File: config.mk
export PLATFORM = sky130hd
export DESIGN_NAME = division_arbiter
export DESIGN_NICKNAME = d
export VERILOG_FILES = /design/src/rtl/division_arbiter.sv
export SDC_FILE = /design/constraint.sdc
export NUM_CORES = 1
export LEC_CHECK = 0
export ABC_CLOCK_PERIOD_IN_PS = 9550
export CAP_MARGIN = 5
export CELL_PAD_IN_SITES_DETAIL_PLACEMENT = 0
export CELL_PAD_IN_SITES_GLOBAL_PLACEMENT = 1
export CORE_MARGIN = 5
export CORE_UTILIZATION = 33
export CTS_CLUSTER_SIZE = 24
export DETAILED_ROUTE_END_ITERATION = 16
export HOLD_SLACK_MARGIN = 0.06
export PLACE_DENSITY = 0.88
export SLEW_MARGIN = 40
export SYNTH_ARGS = -nofsm -noshare
export SYNTH_HDL_FRONTEND = slang
export SYNTH_SLANG_ARGS = --single-unit
File: constraint.sdc
create_clock -name clk -period 9.55 [get_ports clk]
set_input_delay 1.91 -clock clk [delete_from_list [all_inputs] [get_ports clk]]
set_output_delay 1.91 -clock clk [all_outputs]
set_load 0.01 [all_outputs]
File: src/rtl/division_arbiter.sv
// division_arbiter: shares one divider between NREQ requesters in round-robin
// order, answers trivial operands locally and guards the divider with a watchdog.
`ifndef DATAWIDTH
`define DATAWIDTH 16
`endif

module division_arbiter #(
  parameter int  NREQ    = 4,
  parameter int  TIMEOUT = 1024,
  localparam int W       = `DATAWIDTH
) (
  input  logic                clk,
  input  logic                rst_n,
  input  logic [NREQ-1:0]     req,
  input  logic [NREQ*W-1:0]   req_dividend,
  input  logic [NREQ*W-1:0]   req_divisor,
  output logic [NREQ-1:0]     grant,
  output logic [NREQ-1:0]     done,
  output logic                err,
  output logic [W-1:0]        quotient,
  output logic [W-1:0]        remainder,
  output logic                busy,
  output logic                div_enable,
  output logic [W-1:0]        div_dividend,
  output logic [W-1:0]        div_divisor,
  input  logic                div_ready,
  input  logic [W-1:0]        div_quotient,
  input  logic [W-1:0]        div_remainder
);

  localparam int          PW       = (NREQ > 2) ? $clog2(NREQ) : 1;
  localparam logic [15:0] WD_LIMIT = 16'(TIMEOUT);

  typedef enum logic [2:0] {
    S_FLUSH,
    S_IDLE,
    S_ISSUE,
    S_GUARD,
    S_WAIT,
    S_RESP
  } state_t;

  state_t          state_reg;
  logic [PW-1:0]   ptr_reg;
  logic [15:0]     wd_reg;
  logic            timeout_reg;
  logic [NREQ-1:0] grant_reg;
  logic [NREQ-1:0] done_reg;
  logic            err_reg;
  logic [W-1:0]    quotient_reg;
  logic [W-1:0]    remainder_reg;
  logic            div_enable_reg;
  logic [W-1:0]    div_dividend_reg;
  logic [W-1:0]    div_divisor_reg;

  logic [W-1:0]    op_dividend [NREQ];
  logic [W-1:0]    op_divisor  [NREQ];

  logic            sel_valid;
  logic [PW-1:0]   sel_idx;
  logic [PW-1:0]   cand;
  logic [W-1:0]    sel_dividend;
  logic [W-1:0]    sel_divisor;
  logic [NREQ-1:0] sel_onehot;
  logic [PW-1:0]   ptr_after;
  logic [15:0]     wd_next;
  logic            wd_expired;

  for (genvar gi = 0; gi < NREQ; gi++) begin : g_unpack
    assign op_dividend[gi] = req_dividend[gi*W +: W];
    assign op_divisor[gi]  = req_divisor[gi*W +: W];
  end

  // Scan from the farthest offset down so the nearest set bit at or after the pointer wins.
  always_comb begin
    sel_valid = 1'b0;
    sel_idx   = '0;
    cand      = '0;
    for (int off = NREQ - 1; off >= 0; off--) begin
      if (int'(ptr_reg) + off >= NREQ) begin
        cand = PW'(int'(ptr_reg) + off - NREQ);
      end else begin
        cand = PW'(int'(ptr_reg) + off);
      end
      if (req[cand]) begin
        sel_valid = 1'b1;
        sel_idx   = cand;
      end
    end
  end

  assign sel_dividend = op_dividend[sel_idx];
  assign sel_divisor  = op_divisor[sel_idx];
  assign sel_onehot   = {{(NREQ-1){1'b0}}, 1'b1} << sel_idx;
  assign ptr_after    = (sel_idx == PW'(NREQ - 1)) ? '0 : sel_idx + 1'b1;

  // Watchdog saturates at the limit; expiry is judged on the incremented value.
  assign wd_next    = (wd_reg >= WD_LIMIT) ? WD_LIMIT : wd_reg + 16'd1;
  assign wd_expired = (wd_next >= WD_LIMIT);

  always_ff @(posedge clk) begin
    if (!rst_n) begin
      state_reg        <= S_FLUSH;
      ptr_reg          <= '0;
      wd_reg           <= '0;
      timeout_reg      <= 1'b0;
      grant_reg        <= '0;
      done_reg         <= '0;
      err_reg          <= 1'b0;
      quotient_reg     <= '0;
      remainder_reg    <= '0;
      div_enable_reg   <= 1'b0;
      div_dividend_reg <= '0;
      div_divisor_reg  <= '0;
    end else begin
      done_reg       <= '0;
      div_enable_reg <= 1'b0;
      case (state_reg)
        S_FLUSH: begin
          if (div_ready || wd_expired) begin
            state_reg <= S_IDLE;
            wd_reg    <= '0;
          end else begin
            wd_reg <= wd_next;
          end
        end

        S_IDLE: begin
          if (sel_valid) begin
            grant_reg <= sel_onehot;
            ptr_reg   <= ptr_after;
            if (sel_divisor == '0) begin
              err_reg       <= 1'b1;
              quotient_reg  <= '1;
              remainder_reg <= sel_dividend;
              done_reg      <= sel_onehot;
              state_reg     <= S_RESP;
            end else if (sel_divisor == W'(1)) begin
              err_reg       <= 1'b0;
              quotient_reg  <= sel_dividend;
              remainder_reg <= '0;
              done_reg      <= sel_onehot;
              state_reg     <= S_RESP;
            end else if (sel_dividend < sel_divisor) begin
              err_reg       <= 1'b0;
              quotient_reg  <= '0;
              remainder_reg <= sel_dividend;
              done_reg      <= sel_onehot;
              state_reg     <= S_RESP;
            end else begin
              div_dividend_reg <= sel_dividend;
              div_divisor_reg  <= sel_divisor;
              div_enable_reg   <= 1'b1;
              state_reg        <= S_ISSUE;
            end
          end
        end

        S_ISSUE: begin
          wd_reg    <= '0;
          state_reg <= S_GUARD;
        end

        // The divider's ready from its previous result may still be high here.
        S_GUARD: begin
          state_reg <= S_WAIT;
        end

        S_WAIT: begin
          if (div_ready) begin
            err_reg       <= 1'b0;
            quotient_reg  <= div_quotient;
            remainder_reg <= div_remainder;
            done_reg      <= grant_reg;
            state_reg     <= S_RESP;
          end else if (wd_expired) begin
            wd_reg        <= wd_next;
            err_reg       <= 1'b1;
            quotient_reg  <= '1;
            remainder_reg <= '0;
            done_reg      <= grant_reg;
            timeout_reg   <= 1'b1;
            state_reg     <= S_RESP;
          end else begin
            wd_reg <= wd_next;
          end
        end

        S_RESP: begin
          grant_reg   <= '0;
          wd_reg      <= '0;
          timeout_reg <= 1'b0;
          state_reg   <= timeout_reg ? S_FLUSH : S_IDLE;
        end

        default: begin
          state_reg <= S_FLUSH;
        end
      endcase
    end
  end

  assign grant        = grant_reg;
  assign done         = done_reg;
  assign err          = err_reg;
  assign quotient     = quotient_reg;
  assign remainder    = remainder_reg;
  assign busy         = (state_reg != S_IDLE);
  assign div_enable   = div_enable_reg;
  assign div_dividend = div_dividend_reg;
  assign div_divisor  = div_divisor_reg;

endmodule

After elaboration in Yosys (flattened, before gate mapping) --
Index checks and enable logic that the tools add are counted.
Cells by class: $add $sub $neg 9, magnitude comparators 12, eq/ne operators 14, shift-type cells 1, muxes and demuxes 73, bitwise operators 7, reductions and logical operators 16
Operators by type and width (count):
- two-way mux 16 bit | 19
- binary-select mux 16 bit (select 2 bit) | 2
- case mux 16 bit (2 select lines) | 2
- case mux 16 bit (3 select lines) | 1
- >= comparator 16 x 11 -> 1 bit (second input constant) | 2
- two-way mux 4 bit | 7
- two-way mux 3 bit | 7
- two-way mux 2 bit | 9
- case mux 3 bit (6 select lines) | 1
- two-way mux 1 bit | 17
- adder 16 x 1 -> 16 bit (second input constant) | 1
- equality test 16 x 1 -> 1 bit (second input constant) | 1
- zero test 16 bit | 1
- less-than comparator 16 bit | 1
- case mux 4 bit (2 select lines) | 2
- >= comparator 3 bit (second input constant) | 4
- less-than comparator 2 x 3 -> 1 bit (second input constant) | 4
- binary-select mux 1 bit (select 2 bit) | 4
- != test 2 bit (second input constant) | 4
- subtractor 2 x 1 -> 2 bit (second input constant) | 4
- adder 2 x 2 -> 3 bit (second input constant) | 2
- equality test 3 x 2 -> 1 bit (second input constant) | 2
- equality test 3 bit (second input constant) | 2
- inverter 1 bit | 6
- 21 further kinds | 27
Storage, ports and cells: bits in registers 96, input port bits 167, output and inout bits 75, word-level logic and storage cells 144

Longest topological paths before layout --
depth after elaboration 19, depth in mapped cells 21, depth with buffers taken out 17

Worst setup path before layout --
Ideal clock, no wire load.
path type input-to-reg, start point input port req[2], end point register quotient_reg[10] (netlist: quotient[10]), library setup time 88 ps, data arrival time 5698 ps, required time 9462 ps, path slack 3764 ps, stages on the path 20, buffers on the path 4, cell sequence nor2b_2 a221oi_2 nor2_4 inv_2 clkbuf_1 buf_1 nand2_1 and3_1 a31oi_1 ha_1 a21o_1 a21o_1 a221oi_1 o221ai_1 a31o_2 o211ai_2 buf_6 nand3_4 buf_6 o32ai_2
On the way: elaborated cells on any way between the ends 33, classes of those cells 1 x order compare; 3 x eq/ne; 26 x mux; 1 x bitwise; 2 x reduce/logical
RTL lines:
- from (decl) | line 14 | input logic [NREQ-1:0] req,
- binary-select mux 1 bit (select 2 bit) | line 85 | if (req[cand]) begin
- two-way mux 1 bit (not written as such) | line 85
- two-way mux 2 bit (3 in series) | line 85
- two-way mux 2 bit (*) | line 85
- inverter 2 -> 3 bit (not written as such) (*) | line 92 | assign sel_dividend = op_dividend[sel_idx];
- binary-select mux 16 bit (select 2 bit) (*) | line 92
- two-way mux 16 bit (not written as such) (*) (2 in series) | line 92
- named net sel_dividend[2] | line 62 | logic [W-1:0] sel_dividend;
- less-than comparator 16 bit (*) | line 144 | end else if (sel_dividend < sel_divisor) begin
- != test 4 bit (no line) (*)
- AND reduction 4 bit (no line) (*)
- to (signal assigned) | line 140 | quotient_reg <= sel_dividend;
- to (signal assigned) | line 172 | quotient_reg <= div_quotient;
- to (decl) | line 50 | logic [W-1:0] quotient_reg;
Mark *: on every way through the listed nets, which the timed path passes. The rest lies on a longest branch. The select of a mux whose other input is x is not followed. A chain may end at the register's enable or synchronous reset.

Final worst setup path --
start point input port req[2], end point register remainder_reg[14] (netlist: remainder[14])
On the way: word-level cells in the longest chain between the ends 15, elaborated cells on any way between the ends 34, classes of those cells 1 x order compare; 3 x eq/ne; 27 x mux; 1 x bitwise; 2 x reduce/logical
Ends and longest elaborated chain:
- parallel branches: the longest is 15 deep, another holds less-than comparator 16 bit
- to (signal assigned) | line 135 | remainder_reg <= sel_dividend;
- to (signal assigned) | line 147 | remainder_reg <= sel_dividend;
- to (signal assigned) | line 173 | remainder_reg <= div_remainder;
- to (decl) | line 51 | logic [W-1:0] remainder_reg;
Several ways; the timed one is not identified. The select of a mux whose other input is x is not followed.

==> flow_metrics.py <==
metrics = {
    "outcome": {
        "status": "finished, final reports clean",
    },
    "clocking": {
        "clk_latency_ns": 0.35,
        "tritoncts": "done",
        "htreeDepth": 3,
        "cts_buffers": 9,
        "cts_root_buf": "clkbuf_16",
        "post_cts_resized": 0,
        "clk_path_buf_depth": 2,
        "clkSinkCount": 96,
        "clk_pin_slew_ns": 0.07,
        "cts-hold-fix-buffers": 0,
        "postCtsSetupRepairBufs": 0,
    },
    "logic_synthesis": {
        "synthFlopType": "dfxtp_1",
        "synth_fp_nets": 935,
        "synth.avg_cell_area_um2": 7.80,
        "synth-edff-count": 0,
        "yosysWarnings": 0,
        "async_flop_share": 0,
        "ys_seq_area_frac": 0.330,
        "syn-cell-area_mm2": 0.00582,
        "ys_types": 57,
        "ys_ff_latch": 96,
        "syn_inst": 747,
    },
    "timing": {
        "relSlewSlack": 0.468,
        "finalCritPeriodShare": 0.802,
        "tightestPinTransition_ns": 0.794,
        "fmax_ghz": 0.131,
        "final_hold_viol_count": 0,
        "fin_tns_setup_ns": 0,
        "grt_setup_unrepaired": "no",
        "setup_viol": 0,
        "drv_slew": 0,
        "skew_ns": 0.0131,
        "layout_min_cycle_time_ns": 7.66,
    },
    "placement": {
        "postPlaceCellArea_mm2": 0.00834,
        "dp_hpwl_um": 17300,
        "port_buffers": 241,
        "routabilityCongestion": 0.880,
    },
    "floorplanning": {
        "die_w_um": 143,
        "dieArea_mm2": 0.0204,
        "coreArea_mm2": 0.0173,
        "fp-row-count": 48,
        "num_io_pins": 242,
        "die_y_um": 143,
        "start_util": 0.337,
    },
    "min_path": {
        "holdPathEnd": "div_divisor[15]",
        "holdCritPathClass": "reg -> reg",
        "hold_depth": 2,
        "min-delay-start": "div_divisor[15]",
    },
    "worst_setup_path": {
        "r2r-end": "remainder[14]",
        "setup.worst_path.end_class": "register",
        "rrSetupSlack_ns": 3.74,
        "crit_type": "in -> reg",
        "cp_max_fo": 50,
        "required_ns": 9.75,
        "rr_worst_depth": 16,
        "cp-start-kind": "input pin",
        "critPathArrivalTime_ns": 7.86,
        "r2r_start": "ptr_reg[0]",
    },
    "cells_and_area": {
        "drive_gt1_frac": 0.0881,
        "final_nets": 1137,
        "final_area_mm2": 0.00869,
        "diodes": 0,
        "syn_to_final_growth_pct": 49.1,
    },
    "route": {
        "wl_per_cell_um": 18.8,
        "drt-initial-drc-count": 427,
        "viasPerCell": 5.33,
        "drc": 0,
        "wl_um": 22200,
        "ant_nets": 0,
        "dr_total_vias": 6281,
        "dr.pass1.iters": 5,
    },
    "global_routing": {
        "grt_pass1_vias": 6010,
        "antenna_found_initial": 0,
        "grt_first_pass_wirelength_um": 33700,
        "grt_overflow": 0,
        "grt_use_total": 0.210,
        "grt_max_degree": 55,
    },
    "job": {
        "timing.max_cap.violations": 0,
    },
    "pwr": {
        "power_leakage_nw": 3.37,
        "ir_worst_vdd_mv": 0.150,
        "power_density_mw_per_mm2": 245,
    },
}
cells in the final DEF (no fill, tap or decap), types with 16 or more instances in the layout:
master / Yosys / final
nand2_1: 118 / 118
and3_1: 47 / 47
dfxtp_1: 96 / 96
clkdlybuf4s50_1: 0 / 241
nor2_1: 60 / 59
nand3_1: 30 / 30
o21ai_0: 29 / 29
a21oi_1: 64 / 64
ha_1: 21 / 21
or2_2: 24 / 24
nand3b_1: 22 / 22
a31oi_1: 17 / 17
mux2i_1: 19 / 19
a211oi_1: 21 / 20
a311oi_1: 16 / 16
how the worst max path moves through the flow:
stage,end,start,depth (start not counted)
after floorplan,quotient[10],req[2],20
after global placement,remainder[0],req[2],20
after detailed placement,remainder[14],req[0],19
after CTS,remainder[14],req[0],19
after global routing,remainder[14],req[2],19
final,remainder[14],req[2],18
synth_stat cells, types with 2 or more instances:
cell type  count  area share
nand2_1      118       0.076
o21bai_1       2      0.0026
buf_1          3      0.0019
a32oi_1        4      0.0060
buf_4          4      0.0052
a31oi_1       17       0.018
ha_1          21       0.045
nand4_1        4      0.0043
clkbuf_1      37       0.024
dfxtp_1       96        0.33
buf_6          3      0.0058
or4_1          2      0.0026
mux2_2         2      0.0039
nor3_1         2      0.0017
inv_2          3      0.0019
buf_2         14       0.012
or2_2         24       0.026
o211ai_2       2      0.0043
mux2i_1       19       0.033
a21oi_1       64       0.055
and2_1         3      0.0032
o32ai_2       10       0.028
nand3b_1      22       0.028
and3_1        47       0.050
o21ai_0       29       0.025
nor2_1        60       0.039
nand3_1       30       0.026
or3_1          3      0.0032
a21o_1         6      0.0077
a211oi_1      21       0.027
o22ai_1        4      0.0043
nor2b_1        8      0.0086
nand2b_1       2      0.0021
o211ai_1       4      0.0052
a311oi_1      16       0.024
o32ai_1        6      0.0090
a22oi_1        7      0.0090
inv_1          9      0.0058
metal layers:
layer / global-route usage / wire, um / vias to the layer above
met1: 0.263 / 9010 / 2930
met3: 0.0522 / 1570 / 28
li1: - / - / 3102
met2: 0.357 / 11100 / 221
met4: 0.0625 / 494 / 0
met5: 0 / 0 / -
worst max-delay path, stage by stage:
cell and delay [ns]:
clkdlybuf4s50_1 0.57, nor2b_2 0.25, a221oi_2 0.08, buf_4 0.19, nor2_4 0.63, clkinv_2 0.80
a211oi_1 0.48, or2_2 0.20, ha_1 0.24, a21o_1 0.18, a21o_1 0.17, a221oi_1 0.28
o221ai_1 0.15, a31o_2 0.30, o211ai_4 0.28, and2_1 0.63, buf_4 0.37, a311oi_1 0.13
final cells by class:
| type | count | area [um2] |
|---|---|---|
| clock inverters | 7 | 101 |
| inverters | 12 | 46.3 |
| flip-flops and latches | 96 | 1920 |
| clock buffers | 9 | 225 |
| multi-input cells | 578 | 3620 |
| repair buffers | 252 | 2490 |
| well taps | 225 | 282 |
| fillers | 1715 | 8610 |
metrics by stage:
step	utilization	instances	setup WS, ns	total power, mW	hold WS [ns]
final	0.502	1179	1.89	2.13	0.454
after CTS	0.501	1178	2.05	2.13	0.456
after floorplan	-	747	3.76	1.28	0.443
after detailed placement	0.482	1162	1.69	1.73	0.445
after global routing	0.502	1179	1.57	2.27	0.472
after global placement	0.481	1162	1.85	1.72	0.442
power breakdown:
group | total, mW | internal, mW | switching [mW]
clock | 0.398 | 0.232 | 0.166
sequential | 0.546 | 0.486 | 0.0606
combinational | 1.18 | 0.500 | 0.681
total | 2.13 | 1.22 | 0.908
kinds of logic after synthesis:
family,after synthesis,synth area share
adders and majority gates,21,0.0451
DFF,96,0.330
muxes,21,0.0365
AOI/OAI and AO/OA,203,0.246
and+or+nand+nor,333,0.286
buffers and inverters,73,0.0565
Note: power is estimated with default switching activity, not from simulation.
==> variant (same flow settings) <==
Reset style: asynchronous (`rst_n`), changed in one clocked block.
--- a/src/rtl/division_arbiter.sv
+++ b/src/rtl/division_arbiter.sv
@@ -98,7 +98,7 @@
   assign wd_next    = (wd_reg >= WD_LIMIT) ? WD_LIMIT : wd_reg + 16'd1;
   assign wd_expired = (wd_next >= WD_LIMIT);
 
-  always_ff @(posedge clk) begin
+  always_ff @(posedge clk or negedge rst_n) begin
     if (!rst_n) begin
       state_reg        <= S_FLUSH;
       ptr_reg          <= '0;
Formal check against the unedited RTL: differs if rst_n is asserted again (counterexample within 4 cycles, from zero or initial values and one cycle with rst_n low); with rst_n held inactive, the same outputs for 4 cycles.
==> variant against the unedited design <==
Synthesized area increased by 4.4%. Worst hold slack improved by 42 ps. Synthesized cell count decreased by 18%. Combinational power increased by 38%. Utilization decreased by 0.11 points. Cell area increased by 4.0%. Sequential cell count unchanged. Total power increased by 27%. Sequential power increased by 27%. Wire length increased by 0.11%. Register-to-register slack improved by 750 ps. Clock power decreased by 5.0%. Setup slack improved by 880 ps. Fmax increased by 13%. Largest cell class unchanged. Largest power group unchanged. Highest routed layer is now met5.
==> variant: results (changes against the unedited design) <==
| Metric | Value |
|---|---|
| Outcome | `finished clean (unchanged)` |
| Fillers | `1741 (was 1715)` |
| Crit Path Max Fanout | `28 (was 50)` |
| Met2 WL post-DR | `9880 µm (was 11100 µm)` |
| Mapped Nets | `802 (was 935)` |
| Slew margin rel. | `0.476 (was 0.468)` |
| Fin crit share | `0.710 (was 0.802)` |
| Antenna violations before repair | `3 (was 0)` |
| Worst vdd ir | `0.154 mV (was 0.150 mV)` |
| First-pass GRT wire length | `34400 µm (was 33700 µm)` |
| Met2 layer usage reported by global route | `0.318 (was 0.357)` |
| Via-per-instance ratio | `5.19 (was 5.33)` |
| Cell variety after synth | `52 (was 57)` |
| Critical Path Slowest Stage Cell | `nor2_4 (was clkinv_2)` |
| Synth async-reset ratio | `1.00 (was 0)` |
| Min-delay src | `div_dividend[12] (was div_divisor[15])` |
| Pint | `0.00157 W (was 0.00122 W)` |
| DPL Wire Length | `17500 µm (was 17300 µm)` |
| WHS Endpoint | `div_dividend[12] (was div_divisor[15])` |
| WHS | `496 ps (was 454 ps)` |
| Dominant synthesized flop cell | `dfrtp_1 (was dfxtp_1)` |
| Placed insts | `1061 (was 1162)` |
| Combinational share of power | `0.604 (was 0.556)` |
| Share of layout cells above drive strength 1 | `0.0931 (was 0.0881)` |
| Wire length on met1 | `9920 µm (was 9010 µm)` |
| Reg2reg start | `ptr_reg[0] (unchanged)` |
| Overall Global Routing Usage | `0.207 (was 0.210)` |
| CP Capture Point | `remainder[2] (was remainder[14])` |
| Highest Signal Layer | `met5 (was met4)` |
| Power, Total | `0.00271 W (was 0.00213 W)` |
| Hold Path Depth | `1 (was 2)` |
| Synth top area share | `0.395 (was 0.330)` |
| Leakage | `3.86 nW (was 3.37 nW)` |
| Max incr delay on CP | `610 ps (was 800 ps)` |
| R2R cell count | `17 (was 16)` |
| Met3 Wirelength | `1840 µm (was 1570 µm)` |
| Place WS | `2100 ps (was 1690 ps)` |
| Worst EP arrival | `7020 ps (was 7860 ps)` |
| Fin nets | `1032 (was 1137)` |
| 1st-iter DRT viols | `290 (was 427)` |
| Post-Synthesis Cells | `614 (was 747)` |
[variant: cell count changes after synthesis, sizes merged, moves of 17 or more]
cell	unedited run	this run
or2	24	2
and2	3	20
mux2i	19	80
inv	12	42
mux2	2	50
and3	47	5
a21oi	64	26
nand3b	22	0
clkbuf	37	17
nor2	61	31
nand2	119	50
dfrtp	0	96
dfxtp	96	0
[variant: cells by family after synthesis]
family | Yosys count | synth area share
and+or+nand+nor | 168 | 0.145
muxes | 130 | 0.224
AOI/OAI and AO/OA | 117 | 0.130
DFF | 96 | 0.395
buffers and inverters | 74 | 0.0512
adders and majority gates | 21 | 0.0432
xor gates and xnor gates | 8 | 0.0115
[variant: final cells by class]
| type | count | area share |
|---|---|---|
| Timing Repair Buffer | 251 | 0.276 |
| Clock buffer | 9 | 0.0249 |
| Clock inverter | 7 | 0.00873 |
| Sequential cell | 96 | 0.266 |
| Inverter | 42 | 0.0175 |
| Tap cell | 229 | 0.0317 |
| Multi-Input combinational cell | 444 | 0.375 |
